### src/rtl/pipe_adder.sv
// pipe_adder: pipelined WIDTH-bit adder with carry-in, split into STAGES
// registered carry-chain segments of CHUNK = WIDTH/STAGES bits each.
// Sits on a valid/ready stream; a single global stall freezes all stages.
//
// Optional feature macro: PIPE_ADDER_OVF_EN adds the registered signed
// overflow output ovf.
//
// Ports:
//   clk        clock, rising edge
//   rst        asynchronous active-high reset
//   in_valid   operand beat valid
//   in_ready   block accepts a beat this cycle (combinational)
//   a, b       WIDTH-bit operands
//   cin        carry-in to bit 0
//   out_valid  result beat valid (registered)
//   out_ready  consumer accepts the result this cycle
//   sum        a + b + cin modulo 2^WIDTH (registered)
//   cout       carry out of bit WIDTH-1 (registered)
//   ovf        signed overflow (registered, PIPE_ADDER_OVF_EN only)
module pipe_adder #(
    parameter int unsigned WIDTH  = 16,
    parameter int unsigned STAGES = 4
) (
    input  logic             clk,
    input  logic             rst,
    input  logic             in_valid,
    output logic             in_ready,
    input  logic [WIDTH-1:0] a,
    input  logic [WIDTH-1:0] b,
    input  logic             cin,
    output logic             out_valid,
    input  logic             out_ready,
    output logic [WIDTH-1:0] sum,
    output logic             cout
`ifdef PIPE_ADDER_OVF_EN
    ,
    output logic             ovf
`endif
);

    localparam int unsigned STAGES_SAFE = (STAGES < 1) ? 1 : STAGES;
    localparam int unsigned CHUNK       = WIDTH / STAGES_SAFE;

    // Reject configurations that cannot be split into equal chunks.
    if ((STAGES < 1) || ((WIDTH % STAGES_SAFE) != 0)) begin : g_param_check
        $error("pipe_adder: WIDTH must be a nonzero multiple of STAGES");
    end

    // Global stall: every stage advances together or holds together.
    logic adv;
    assign in_ready = !out_valid || out_ready;
    assign adv      = in_ready;

    for (genvar k = 0; k < STAGES; k++) begin : g_stage
        // REM: operand bits still unresolved on entry; DONE: sum bits resolved on exit.
        localparam int unsigned REM  = WIDTH - k * CHUNK;
        localparam int unsigned DONE = (k + 1) * CHUNK;

        logic [REM-1:0]  a_in;
        logic [REM-1:0]  b_in;
        logic            c_in;
        logic            vld_d;
        logic [DONE-1:0] sum_d;
        logic [CHUNK:0]  add;

        logic            vld_q;
        logic            c_q;
        logic [DONE-1:0] sum_q;

        // Stage inputs: ports for the first stage, previous stage registers otherwise.
        if (k == 0) begin : g_src
            assign a_in  = a;
            assign b_in  = b;
            assign c_in  = cin;
            assign vld_d = in_valid;
            assign sum_d = add[CHUNK-1:0];
        end else begin : g_src
            assign a_in  = g_stage[k-1].g_fwd.a_q;
            assign b_in  = g_stage[k-1].g_fwd.b_q;
            assign c_in  = g_stage[k-1].c_q;
            assign vld_d = g_stage[k-1].vld_q;
            assign sum_d = {add[CHUNK-1:0], g_stage[k-1].sum_q};
        end

        // Lowest unresolved chunk plus incoming carry.
        assign add = {1'b0, a_in[CHUNK-1:0]} + {1'b0, b_in[CHUNK-1:0]}
                   + (CHUNK+1)'(c_in);

        // Valid, carry and resolved sum bits for this stage.
        always_ff @(posedge clk or posedge rst) begin
            if (rst) begin
                vld_q <= 1'b0;
                c_q   <= 1'b0;
                sum_q <= '0;
            end else if (adv) begin
                vld_q <= vld_d;
                c_q   <= add[CHUNK];
                sum_q <= sum_d;
            end
        end

        // Upper operand bits still to be added by later stages.
        if (k < STAGES - 1) begin : g_fwd
            logic [REM-CHUNK-1:0] a_q;
            logic [REM-CHUNK-1:0] b_q;

            always_ff @(posedge clk or posedge rst) begin
                if (rst) begin
                    a_q <= '0;
                    b_q <= '0;
                end else if (adv) begin
                    a_q <= a_in[REM-1:CHUNK];
                    b_q <= b_in[REM-1:CHUNK];
                end
            end
        end

`ifdef PIPE_ADDER_OVF_EN
        // Last stage sees the operand sign bits and the final sum sign bit.
        if (k == STAGES - 1) begin : g_ovf
            logic ovf_q;

            always_ff @(posedge clk or posedge rst) begin
                if (rst) begin
                    ovf_q <= 1'b0;
                end else if (adv) begin
                    ovf_q <= (a_in[REM-1] == b_in[REM-1])
                          && (add[CHUNK-1] != a_in[REM-1]);
                end
            end
        end
`endif
    end

    assign out_valid = g_stage[STAGES-1].vld_q;
    assign sum       = g_stage[STAGES-1].sum_q;
    assign cout      = g_stage[STAGES-1].c_q;
`ifdef PIPE_ADDER_OVF_EN
    assign ovf       = g_stage[STAGES-1].g_ovf.ovf_q;
`endif

endmodule

### config.mk
export PLATFORM = sky130hd
export DESIGN_NAME = pipe_adder
export DESIGN_NICKNAME = d
export VERILOG_FILES = /design/src/rtl/pipe_adder.sv
export SDC_FILE = /design/constraint.sdc
export NUM_CORES = 1
export LEC_CHECK = 0
export CAP_MARGIN = 20
export CORE_AREA = 5 5 97 135
export DETAILED_ROUTE_END_ITERATION = 16
export DIE_AREA = 0 0 102 140
export DONT_BUFFER_PORTS = 1
export PLACE_DENSITY_LB_ADDON = 0.3
export SETUP_SLACK_MARGIN = 0.2
export SYNTH_ARGS = -nofsm -noshare
export SYNTH_HDL_FRONTEND = slang
export SYNTH_SLANG_ARGS = --single-unit
### constraint.sdc
create_clock -name clk -period 6.75 [get_ports clk]
set_input_delay 1.35 -clock clk [delete_from_list [all_inputs] [get_ports clk]]
set_output_delay 1.35 -clock clk [all_outputs]
set_load 0.02 [all_outputs]
# Word level (Yosys, flattened, before mapping)
# Cells that the tools add are included.
[op_classes]
addsub = 8
reduce_logical = 2
[ops]
columns = ["cell", "count"]
rows = [
  ["$add 4x4->5", 4],
  ["$add 5x1->5", 4],
  ["$logic_not 1->1", 1],
  ["$logic_or 1x1->1", 1],
]
[totals]
regBits = 96
in_bits = 37
out_inout_bits = 19
word_cells = 28

# Logic depth before layout (Yosys ltp)
# Gate-level depths: netlist of run 1.
[logic_depth]
depth_word = 2
ltp_mapped = 7
depth_no_buf = 6

# Worst setup path after synthesis of run 1
# No wires, ideal clock.
[synth_timing]
path_kind = "input to output"
from = "input out_ready"
to = "output in_ready"
arrival_time_ns = 1.896
required_ns = 5.400
setup_slack_ns = 3.504
path_stages = 5
n_path_buf = 3
cell_sequence = "nor2b_1 -> buf_4 -> inv_2 -> buf_6 -> buf_6"
[synth_between]
elab_chain_cells = 1
[synth_lines]
columns = ["item", "line", "rtl"]
rows = [
  ["from (decl)", "32", "input logic out_ready,"],
  ["$logic_or 1x1->1", "51", "assign in_ready = !out_valid || out_ready;"],
  ["to (decl)", "27", "output logic in_ready,"],
]
# Every way passes these cells.

# Worst setup path in the final report of run 1
# Same ends and word-level chain as after synthesis.

==> results of run 1 <==
[cell usage after synthesis]
library cell,number,area (um2)
nand2b_1,1,6.26
a21oi_1,7,35.0
buf_2,4,20.0
ha_1,12,150
buf_6,2,22.5
o21a_1,2,15.0
a21o_1,4,30.0
o31ai_1,1,7.51
fa_1,8,160
dfrtp_1,96,2400
a21oi_2,6,52.6
nor3_1,1,5.00
o21ai_0,3,15.0
buf_4,8,60.1
clkbuf_1,7,26.3
inv_2,1,3.75
nor2b_1,5,31.3
xnor2_1,1,8.76
xor2_1,4,35.0
nand2_1,236,886
inv_1,14,52.6
nor2_1,12,45.0
o21ai_1,12,60.1
[tightest hold or removal path, stage by stage (launching register included)]
cell,delay [ns]
dfrtp_1,0.34
nand2_1,0.05
nand2_1,0.04
[stage by stage]
step | cells | setup WS [ns] | total power [uW]
detailed placement | 576 | 2.95 | 1690
finish | 592 | 3.01 | 2160
global placement | 576 | 2.97 | 1660
global route | 592 | 2.85 | 2370
CTS | 591 | 2.95 | 2210
floorplan | 447 | 2.89 | 1550
[worst min path at each step]
stage	start	end	slack (ns)	cells after the start
after CTS	g_stage[0].vld_q$_DFFE_PP0P_	g_stage[1].vld_q$_DFFE_PP0P_	0.47	2
after global placement	g_stage[2].vld_q$_DFFE_PP0P_	g_stage[2].vld_q$_DFFE_PP0P_	0.44	2
after detailed placement	g_stage[2].vld_q$_DFFE_PP0P_	out_valid$_DFFE_PP0P_	0.46	1
final	g_stage[2].sum_q[6]$_DFFE_PP0P_	g_stage[2].sum_q[6]$_DFFE_PP0P_	0.46	2
after floorplan	g_stage[2].vld_q$_DFFE_PP0P_	g_stage[2].vld_q$_DFFE_PP0P_	0.43	2
after global routing	g_stage[0].g_fwd.a_q[9]$_DFFE_PP0P_	g_stage[0].g_fwd.a_q[9]$_DFFE_PP0P_	0.49	2
[per-layer routing]
layer | vias up | global-route usage [%] | wire length, um
met3 | 11 | 3.68 | 335
met4 | 0 | 5.39 | 170
li1 | 1359 | - | -
met5 | - | 0 | 0
met2 | 44 | 16.9 | 3310
met1 | 1248 | 14.7 | 3380
[final cells by class]
cell class / count / share of cell area [%]
clock buffer: 10 / 5.26
clock inverter: 5 / 1.24
inverter: 15 / 1.32
multi-input combinational: 315 / 34.1
sequential: 96 / 52.9
tap: 147 / 4.05
timing repair buffer: 4 / 1.10
[flip-flops by register name, summed over array words and instances, names as in the netlist]
name,flops
g_stage.g_fwd.a_q,24
g_stage.g_fwd.b_q,24
g_stage.sum_q,24
sum,16
g_stage.c_q,3
g_stage.vld_q,3
cout,1
out_valid,1
[where the power goes]
part	leakage (uW)	total (uW)	switching, uW	internal [uW]
Combinational	0.00106	617	361	256
Clock	0.000145	498	204	295
Sequential	0.00116	1040	216	826
[kinds of logic (layout without fill, tap and decap cells)]
group	Yosys count	after routing
AO/OA/AOI/OAI	35	35
XOR/XNOR	5	5
adder cells (fa/ha/maj)	20	20
buffers and inverters	36	34
flip-flops	96	96
AND/OR/NAND/NOR	255	255
==> impl_metrics.toml, run 1 <==
[sta]
worst_pin_slew_ns = 1.01
timing.setup.tns_ns = 0
finalHoldViolations = 0
finalCritPeriodShare_pct = 55.5
slew_violations = 0
clock_skew_ns = 0.00581
slew_headroom_pct = 32.6
whs_ns = 0.464
layout_min_cycle_time_ns = 3.74
rsz0062_at_grt = "no"
max_freq_ghz = 0.267
final-setup-viol-count = 0

[layout]
drive_gt1_share_pct = 6.29
final_util_pct = 38.8
nets = 498
mostFrequentLayoutCell = "nand2_1"
seq_area_um2 = 2400
n_antenna_cell = 0
fillCellCount = 1197
stdcell_area_um2 = 4540
multi_input_area_um2 = 1550
mostFrequentLayoutCells = "236 x nand2_1, 96 x dfrtp_1, 13 x inv_1"
area_delta_synth_final_pct = 9.97

[critical_path]
cp_slowest_cell = "buf_4"
rr_startpoint = "out_valid$_DFFE_PP0P_"
startpoint = "out_ready"
crit_family = "buffers and inverters"
critPathKind = "input port to output pin"
critPathArrivalTime_ns = 2.39
crit_cells = 3
critPathMaxFanout = 91
worstPathRequired_ns = 5.40
r2r_cells = 6
r2r_slack_ns = 4.16
worst-path-buf-inv = 2
crit_chain = "nor2b_4, buf_4, clkinv_2"
crit_path_start_kind = "input port"
r2r_end = "g_stage[1].sum_q[6]$_DFFE_PP0P_"
critPathCaptureType = "output pin"
cpPeakStageDelay_ns = 0.66
cp-endpoint = "in_ready"

[logic_synthesis]
syn_nets = 504
ys_ff_latch = 96
synth_top_family_by_area = "simple AND/OR/NAND/NOR gates"
yosysUniqueCellTypes = 23
ys_seq_area_share_pct = 58.2
syn_inst = 447
synth_xor_area_share_pct = 1.06
syn_area_um2 = 4130
synth-compound-area-share_pct = 5.21
ys_warn_count = 0
synthAdderAreaFrac_pct = 7.51
synthMuxAreaShare_pct = 0
synth-simple-area-share_pct = 23.6
avgSynthCellArea_um2 = 9.24

[run_status]
outcome = "finished, final reports clean"

[drt]
drt_wl_total_um = 7190
final_antenna_net_count = 0
first_pass_iters = 4
drt-vias-per-instance = 4.50
vias = 2662
dr.first_iter.drc_count = 171
wl_per_cell_um = 12.2
drc = 0

[power_and_ir_drop]
power_density_nw_per_um2 = 475
cellLeakagePower_uw = 0.00236
irDropWorstVdd_v = 0.000183

[placed_design]
gp_congestion = 0.691
dpl-instance-area_um2 = 4220
io_buffers = 0
dp_hpwl_um = 4690

[min_path]
hp-class = "register to register"

[global_route]
overflow = 0
grt_max_degree = 102
grt_util_all_layers_pct = 11.3
antenna_found_initial = 0
grt_pass1_vias = 2812
grt_pass1_wl_um = 13000

[die]
io-pin-count = 56
dieArea_um2 = 14300
chipHeight_um = 140
initial_utilization_pct = 35.3
die_w_um = 102
core.rowCount = 47
core-area_um2 = 11700

[run]
maxCapViolations = 0

[clock_tree]
htree_levels = 3
clock_latency_ns = 0.34
cts_tree = "yes"
clockRootBuffer = "clkbuf_16"
hold_buffers = 0
path_clk_slew_ns = 0.06
clock-sinks = 96
cts_setup_buffers = 0
clock_path_buffers = 2
cts_buffers = 9
ctsResizeCount = 0
Note: power is estimated with default switching activity, not from simulation.
==> inputs of run 2 (changes only) <==
Clock period 6.75 ns to 3.15 ns, I/O delays scaled along.
==> run 2 against run 1 <==
Compared with the run above:
- sequential share of layout area decreased by 0.26 points
- clock skew increased by 0.0010 ns
- global-route usage decreased by 0.11 points
==> impl_metrics.toml, run 2 (same netlist as run 1, synthesis figures left out) <==
[power_and_ir_drop]
power_density_nw_per_um2 = 1030
irDropWorstVdd_v = 0.000288
cellLeakagePower_uw = 0.00237

[clock_tree]
clock_latency_ns = 0.34
cts_buffers = 9
path_clk_slew_ns = 0.06
cts_tree = "yes"
clock_path_buffers = 2
clockRootBuffer = "clkbuf_16"
ctsResizeCount = 0
cts_setup_buffers = 0
htree_levels = 3
clock-sinks = 96
hold_buffers = 0

[die]
initial_utilization_pct = 35.3
chipHeight_um = 140
die_w_um = 102
core-area_um2 = 11700
io-pin-count = 56
dieArea_um2 = 14300
core.rowCount = 47

[global_route]
grt_util_all_layers_pct = 11.2
grt_pass1_vias = 2766
antenna_found_initial = 0
overflow = 0
grt_max_degree = 91
grt_pass1_wl_um = 12800

[drt]
drt-vias-per-instance = 4.43
drt_wl_total_um = 7140
final_antenna_net_count = 0
first_pass_iters = 4
drc = 0
wl_per_cell_um = 12.1
dr.first_iter.drc_count = 162
vias = 2621

[critical_path]
critPathCaptureType = "output pin"
r2r_cells = 5
startpoint = "out_valid$_DFFE_PP0P_"
worstPathRequired_ns = 2.52
crit_chain = "nor2b_4, clkinv_2"
crit_family = "flip-flops"
r2r_end = "g_stage[2].c_q$_DFFE_PP0P_"
critPathMaxFanout = 27
cp_slowest_cell = "dfrtp_1"
crit_cells = 2
cp-endpoint = "in_ready"
cpPeakStageDelay_ns = 0.45
worst-path-buf-inv = 1
crit_path_start_kind = "register"
r2r_slack_ns = 1.31
critPathKind = "register to output pin"
rr_startpoint = "g_stage[1].c_q$_DFFE_PP0P_"
critPathArrivalTime_ns = 1.39

[layout]
mostFrequentLayoutCells = "236 x nand2_1, 96 x dfrtp_1, 13 x inv_1"
n_antenna_cell = 0
fillCellCount = 1166
stdcell_area_um2 = 4560
drive_gt1_share_pct = 6.07
nets = 497
mostFrequentLayoutCell = "nand2_1"
area_delta_synth_final_pct = 10.5
reg_top3 = "g_stage.g_fwd.a_q (24), g_stage.g_fwd.b_q (24), g_stage.sum_q (24)"
finalNonFillerCells = 592

[sta]
finalCritPeriodShare_pct = 64.0
timing.setup.tns_ns = 0
worst_pin_slew_ns = 0.885
clock_skew_ns = 0.00685
rsz0062_at_grt = "no"
layout_min_cycle_time_ns = 2.02
max_freq_ghz = 0.496
finalHoldViolations = 0
slew_headroom_pct = 41.0
final-setup-viol-count = 0
slew_violations = 0

[placed_design]
dpl-instance-area_um2 = 4250
io_buffers = 0
gp_congestion = 0.727
dp_hpwl_um = 4720
placedCellCount = 576

[run]
maxCapViolations = 0

[run_status]
outcome = "finished, final reports clean"

[min_path]
hp-class = "input port to asynchronous set/reset pin"
-- run 2: cell types whose count changed in the layout (fill, tap and decap cells not counted) --
cell | before | now
buf_12 | 0 | 2
clkinv_2 | 3 | 2
buf_16 | 1 | 0
clkbuf_8 | 1 | 4
clkbuf_1 | 0 | 1
inv_4 | 1 | 0
inv_6 | 1 | 0
buf_4 | 3 | 1
-- run 2: worst register-to-register path, delay by kind of cell, from the launching register on --
| family | cells | cell delay, ns |
|---|---|---|
| compound gates | 3 | 0.43 |
| fa+ha+maj | 2 | 0.89 |
| flops | 1 | 0.40 |
-- run 2: area by class of cell --
class | count | area, um2 | area share (%)
multi-input combinational | 315 | 1550 | 34.0
clock buffer | 14 | 284 | 6.22
clock inverter | 2 | 35.0 | 0.768
timing repair buffer | 3 | 47.5 | 1.04
inverter | 15 | 61.3 | 1.34
tap | 147 | 184 | 4.03
sequential | 96 | 2400 | 52.6
-- run 2: layer usage --
layer,share of wire (%),global-route usage [%]
met2,45,16.6
met5,0,0
met3,5.1,3.88
met4,1.9,5.18
met1,48,14.6
-- run 2: per-stage QoR --
stage / util (%) / worst slack, ns / hold slack (ns) / total power, uW
5_1_grt: 39.0 / 1.06 / 0.273 / 5140
2_1_floorplan: - / 1.26 / 0.430 / 3330
4_1_cts: 39.0 / 1.11 / 0.241 / 4790
3_3_place_gp: 36.3 / 1.20 / 0.441 / 3570
3_5_place_dp: 36.3 / 1.15 / 0.446 / 3630
6_report: 39.0 / 1.13 / 0.227 / 4690
-- run 2: power by group --
group	internal (uW)	switching [uW]	total, uW
Combinational	554	776	1330
Sequential	1770	464	2230
Clock	701	427	1130
-- run 2: worst min-delay path by stage --
stage	end	cells past startpoint
floorplan	g_stage[2].vld_q$_DFFE_PP0P_	2
global placement	g_stage[2].vld_q$_DFFE_PP0P_	2
detailed placement	out_valid$_DFFE_PP0P_	1
CTS	out_valid$_DFFE_PP0P_	1
global route	out_valid$_DFFE_PP0P_	1
finish	out_valid$_DFFE_PP0P_	1
